File: config.mk
export PLATFORM = sky130hd
export DESIGN_NAME = universal_counter_monitor
export DESIGN_NICKNAME = d
export VERILOG_FILES = /design/src/rtl/universal_counter_monitor.sv
export SDC_FILE = /design/constraint.sdc
export NUM_CORES = 1
export LEC_CHECK = 0
export ABC_AREA = 1
export BUFFER_PORTS_ARGS = -buffer_cell sky130_fd_sc_hd__buf_2
export CAP_MARGIN = 40
export CORE_MARGIN = 1
export CORE_UTILIZATION = 46
export CTS_BUF_LIST = sky130_fd_sc_hd__clkbuf_4 sky130_fd_sc_hd__clkbuf_8 sky130_fd_sc_hd__clkbuf_16
export DETAILED_ROUTE_END_ITERATION = 8
export GPL_ROUTABILITY_DRIVEN = 0
export PLACE_DENSITY = 0.72
export SLEW_MARGIN = 0
export SYNTH_ARGS = -nofsm -noshare
export SYNTH_HDL_FRONTEND = slang
export SYNTH_SLANG_ARGS = --single-unit
export TNS_END_PERCENT = 5
File: constraint.sdc
create_clock -name clk -period 2.31 [get_ports clk]
set_input_delay 0.231 -clock clk [delete_from_list [all_inputs] [get_ports clk]]
set_output_delay 0.231 -clock clk [all_outputs]
set_load 0.1 [all_outputs]
File: src/rtl/universal_counter_monitor.sv
// Shadow-model checker for the N-bit universal binary counter: tracks the expected
// count from the tapped controls and flags every cycle where q or the ticks diverge.
module universal_counter_monitor #(
  parameter int N     = 3,
  parameter int ERR_W = 8
) (
  input  logic             clk,
  input  logic             rst,
  input  logic             chk_en,
  input  logic             halt_on_err,
  input  logic             syn_clr,
  input  logic             load,
  input  logic             en,
  input  logic             up,
  input  logic [N-1:0]     d,
  input  logic [N-1:0]     q,
  input  logic             max_tick,
  input  logic             min_tick,
  output logic             err,
  output logic [ERR_W-1:0] err_cnt,
  output logic             fail,
  output logic [N-1:0]     first_q,
  output logic [N-1:0]     first_exp,
  output logic [1:0]       state
);

  localparam logic [1:0] ST_SYNC  = 2'b00;
  localparam logic [1:0] ST_CHECK = 2'b01;
  localparam logic [1:0] ST_HALT  = 2'b10;

  localparam logic [N-1:0]     Q_ONES   = {N{1'b1}};
  localparam logic [ERR_W-1:0] CNT_ONES = {ERR_W{1'b1}};

  logic [1:0]       state_q, state_d;
  logic [N-1:0]     exp_q, exp_d;
  logic             err_q, err_d;
  logic [ERR_W-1:0] err_cnt_q, err_cnt_d;
  logic             fail_q, fail_d;
  logic [N-1:0]     first_q_q, first_q_d;
  logic [N-1:0]     first_exp_q, first_exp_d;

  logic             mismatch;
  logic [N-1:0]     base;
  logic [N-1:0]     exp_step;

  always_comb begin
    mismatch = (state_q == ST_CHECK) &&
               ((q != exp_q) ||
                (max_tick != (q == Q_ONES)) ||
                (min_tick != (q == '0)));

    // After a mismatch the model follows q, so a single fault is reported once.
    base = ((state_q == ST_CHECK) && !mismatch) ? exp_q : q;

    if (syn_clr)         exp_step = '0;
    else if (load)       exp_step = d;
    else if (en && up)   exp_step = base + 1'b1;
    else if (en && !up)  exp_step = base - 1'b1;
    else                 exp_step = base;
  end

  always_comb begin
    // NOTE: every _d gets a hold default first so no path through the case infers a latch.
    state_d     = state_q;
    exp_d       = exp_q;
    err_d       = 1'b0;
    err_cnt_d   = err_cnt_q;
    fail_d      = fail_q;
    first_q_d   = first_q_q;
    first_exp_d = first_exp_q;

    case (state_q)
      ST_SYNC: begin
        exp_d = exp_step;
        if (chk_en) state_d = ST_CHECK;
      end
      ST_CHECK: begin
        exp_d = exp_step;
        if (!chk_en) begin
          state_d = ST_SYNC;
        end else if (mismatch) begin
          err_d = 1'b1;
          if (err_cnt_q != CNT_ONES) err_cnt_d = err_cnt_q + 1'b1;
          if (!fail_q) begin
            fail_d      = 1'b1;
            first_q_d   = q;
            first_exp_d = exp_q;
          end
          if (halt_on_err) state_d = ST_HALT;
        end
      end
      ST_HALT: begin
        state_d = ST_HALT;
      end
      default: begin
        state_d = ST_SYNC;
      end
    endcase
  end

  // NOTE: sequential state uses non-blocking assignments; reset is synchronous and clears every flop.
  always_ff @(posedge clk) begin
    if (rst) begin
      state_q     <= ST_SYNC;
      exp_q       <= '0;
      err_q       <= 1'b0;
      err_cnt_q   <= '0;
      fail_q      <= 1'b0;
      first_q_q   <= '0;
      first_exp_q <= '0;
    end else begin
      state_q     <= state_d;
      exp_q       <= exp_d;
      err_q       <= err_d;
      err_cnt_q   <= err_cnt_d;
      fail_q      <= fail_d;
      first_q_q   <= first_q_d;
      first_exp_q <= first_exp_d;
    end
  end

  assign err       = err_q;
  assign err_cnt   = err_cnt_q;
  assign fail      = fail_q;
  assign first_q   = first_q_q;
  assign first_exp = first_exp_q;
  assign state     = state_q;

endmodule
# Yosys cells after proc, flatten, opt, wreduce, memory -nomap -nowiden
# Cells that the tools add are included.
[word_totals] ff_bits=21 elab_cells=50
[classes] addsub=3 eq_ne=10 n_mux=11 n_bitwise=3 reduce_logical=16
[ops] op="2-to-1 mux 3 bit" n=5
[ops] op="adder 8 x 1 -> 8 bit (second input constant)" n=1
[ops] op="2-to-1 mux 2 bit" n=4
[ops] op="!= test 8 bit (second input constant)" n=1
[ops] op="AND reduction 4 bit" n=2
[ops] op="!= test 3 bit (second input constant)" n=2
[ops] op="case mux 2 bit (3 select lines)" n=1
[ops] op="AND reduction 3 bit" n=2
[ops] op="logical AND 1 bit" n=4
[ops] op="adder 3 x 1 -> 3 bit (second input constant)" n=1
[ops] op="equality test 3 bit (second input constant)" n=1
[ops] op="logical NOT 3 bit" n=1
[ops] op="!= test 3 bit" n=1
[ops] op="NOT 1 bit" n=3
[ops] op="OR reduction 3 bit" n=1
[ops] op="subtractor 3 x 1 -> 3 bit (second input constant)" n=1
[ops] op="equality test 2 x 1 -> 1 bit (second input constant)" n=1
[ops] op="equality test 2 bit (second input constant)" n=1
[ops] op="logical NOT 1 bit" n=2
[ops] op="logical NOT 2 bit" n=1
[ops] op="logical OR 1 bit" n=2
[ops] op="!= test 1 bit" n=2
[ops] op="!= test 2 bit (second input constant)" n=1
[ops] op="OR reduction 2 bit" n=1
[ops] op="2-to-1 mux 1 bit" n=1

# Depth between registers and ports, before layout
[logic_depth] word_depth=13 ltp_mapped=11 depth_no_buf=10

# Worst setup path before layout
# OpenSTA, ideal clock, no wires.
[synth_timing] kind="register to register" startpoint="reg err_cnt_q[0] (netlist: err_cnt[0])" endpoint="reg err_cnt_q[5] (netlist: err_cnt[5])" setup_ns=0.070 t_arrival_ns=2.150 t_required_ns=2.240 setup_slack_ns=0.089 stages_incl_launch_ff=8 n_path_buf=1 cell_sequence="dfxtp_1 > ha_1 > nand3_1 > or2_0 > buf_2 > nand3_4 > nand2_1 > a21oi_1"
[synth_via] elab_chain_cells=2 word_cells_on_any_way=3 cone_classes="1 x add/sub; 1 x eq/ne; 1 x reduce/logical"
[synth_rtl] element="start: declaration" line="37" text="logic [ERR_W-1:0] err_cnt_q, err_cnt_d;"
[synth_rtl] element="start signal: assignment" line="115" text="err_cnt_q <= err_cnt_d;"
[synth_rtl] element="parallel branches: the longest is 2 deep, another holds adder 8 x 1 -> 8 bit"
# Several ways; the timed one is not identified.
# A chain may end at the register's enable or synchronous reset.

# Worst setup path after layout
[layout_timing] startpoint="reg err_cnt_q[0] (netlist: err_cnt[0])" endpoint="reg err_cnt_q[4] (netlist: err_cnt[4])"
# Same word-level chain as after synthesis.

==> results.sh <==
export IMPL_cts_tree="yes"
export IMPL_synth_seq_cells=21
export IMPL_antenna_found_initial=0
export IMPL_crit_type="reg -> reg"
export IMPL_cts_clk_slew_worst_paths_ns=0.11
export IMPL_synth_edf_count=0
export IMPL_yosys_top_cells_count="nand2_1, inv_1, dfxtp_1, nand4_1, a21oi_1"
export IMPL_netlist_instances=176
export IMPL_post_dp_hpwl_um=1940
export IMPL_syn_num_nets=194
export IMPL_drive_above_1_share=0.221
export IMPL_grt_pass1_wl_um=4390
export IMPL_core_area_mm2=0.00250
export IMPL_drtIter0Drc=27
export IMPL_hp_class="in -> reg"
export IMPL_io_pins=34
export IMPL_firstDrtPassIters=4
export IMPL_first_global_vias=1062
export IMPL_clkPwrFrac=0.259
export IMPL_min_period_over_period=0.734
export IMPL_power_density_mw_per_mm2=511
export IMPL_die_w_um=53.6
export IMPL_clockBufferDepth=2
export IMPL_grt_overflow_total=0
export IMPL_synth_top_area_share=0.344
export IMPL_fmax_mhz=590
export IMPL_dieHeight_um=53.6
export IMPL_die_area_mm2=0.00287
export IMPL_avgRoutedWirePerCell_um=10.9
export IMPL_cts_setup_buffers=0
export IMPL_setup_tns_ns=0
export IMPL_setup_violations_final=0
export IMPL_endpoint_kind="register"
export IMPL_clk_insertion_delay_late_ns=0.30
export IMPL_wl_um=2550
export IMPL_yosysUniqueCellTypes=27
export IMPL_cts_root_buffer="clkbuf_4"
export IMPL_drtAntennaViolNets=0
export IMPL_synth_seq_area_share=0.344
export IMPL_fin_nets=223
export IMPL_rsz0062_at_grt="false"
export IMPL_post_synth_top_count_cell="nand2_1"
export IMPL_initial_core_util=0.489
export IMPL_fin_worst_skew_ns=0.00234
export IMPL_cts_resized=0
export IMPL_numPortBuffers=33
export IMPL_htree_levels=1
export IMPL_cts_buffers=3
export IMPL_tightest_slew_ns=0.532
export IMPL_critPathLaunchType="register"
export IMPL_p_sw_frac=0.314
export IMPL_ys_warn_count=0
export IMPL_netSwitchingPower_mw=0.225
export IMPL_fp_row_count=18
export IMPL_synth_flop_cell="dfxtp_1"
export IMPL_sequentialPowerShare=0.533
export IMPL_slew_headroom=0.643
export IMPL_r2r_slack_ns=0.61
export IMPL_report_final_slew_viol_count=0
export IMPL_hold_violations=0
export IMPL_intPower_mw=0.490
export IMPL_antenna_cells=0
export IMPL_leakagePower_nw=0.672
export IMPL_pwr_share_comb=0.208
export IMPL_fin_util=0.559
export IMPL_drv_cap=0
export IMPL_area_growth_pct=14.2
export IMPL_vias_per_cell=5.21
export IMPL_drc=0
export IMPL_crit_required_ns=2.54
export IMPL_syn_area_mm2=0.00122
export IMPL_vias=1220
export IMPL_grt_total_usage=0.209
export IMPL_grt_max_degree=20
export IMPL_synthArstFlopShare=0
export IMPL_postCtsHoldBufs=0
export IMPL_yosysTopAreaCell="dfxtp_1"
export IMPL_synth_area_leaders="dfxtp_1, nand2_1, nand4_1"
export IMPL_cp_arrival_ns=1.93
export IMPL_clock_sinks=21
export IMPL_syn_area_per_cell_um2=6.95
export IMPL_min_period_ns=1.70
export IMPL_status="finished clean"
export IMPL_ir_drop_v=0.000391
export IMPL_critPathMaxFanout=8
## final timing paths
kind | start | endpoint | cells past startpoint
hold reg to reg | first_exp[1] | first_exp[1] | 2
setup reg to reg | err_cnt[0] | err_cnt[4] | 6
hold / removal | chk_en | state[0] | 3
setup / recovery | err_cnt[0] | err_cnt[4] | 6
## cell usage in the layout, fill, tap and decap left out, drive strengths merged
cell,instances
nand2,44
buf,33
inv,23
dfxtp,21
nand4,19
a21oi,18
nor2,13
nand3,10
o21ai,5
clkbuf,4
xor2,3
xnor2,2
o211ai,2
ha,2
clkinv,1
nand3b,1
or2,1
o21a,1
a31o,1
## kinds of logic (layout without fill, tap and decap cells)
kind of cell | count (synthesis) | in the layout | synth area share
fa+ha+maj | 2 | 2 | 0.0204
compound gates | 27 | 27 | 0.120
flops | 21 | 21 | 0.344
xor+xnor | 5 | 5 | 0.0358
simple gates | 88 | 88 | 0.359
buf+inv | 33 | 61 | 0.122
## state kept, by name (all words and copies together), names as in the netlist
name	cells
err_cnt	8
exp_q	3
first_exp	3
first_q	3
state	2
err	1
fail	1
## through the flow
stage          setup WS (ns)  total power [mW]  hold WS (ns)  cells  area (um^2)
5_1_grt                0.485             0.751         0.176    234         1400
2_1_floorplan         0.0894             0.509         0.369    176         1220
3_3_place_gp           0.684             0.533         0.449    230         1370
6_report               0.615             0.714         0.184    234         1400
4_1_cts                0.618             0.718         0.176    234         1400
3_5_place_dp           0.643             0.537         0.454    230         1370
## metal layers
layer  part of all wire  vias to the layer above  global-route usage
met5                  0                        -                   0
met4             0.0039                        0              0.0526
met3              0.042                        2              0.0593
met2               0.48                       29               0.367
met1               0.47                      550               0.248
li1                   -                      639                   -
## critical path, cell delays in order (launching register included)
cell and delay [ns]:
dfxtp_1 0.42, ha_1 0.24, nand3_1 0.12, or2_0 0.42, nand3_4 0.21, nand2_1 0.07
a21oi_1 0.14
## power by group through the flow
stage               clock network, mW  logic, mW  registers (mW)
floorplan                           0     0.0703           0.438
global placement                    0      0.144           0.389
detailed placement                  0      0.148           0.389
CTS                             0.189      0.148           0.381
global route                    0.206      0.162           0.383
finish                          0.185      0.148           0.381
## area by class of cell
class	instances	area [um^2]
clock buffer	4	30.0
fill	245	1100
inverter	24	90.1
multi-input combinational	122	654
sequential	21	420
tap	30	37.5
timing repair buffer	33	165
Note: power is estimated with default switching activity, not from simulation.
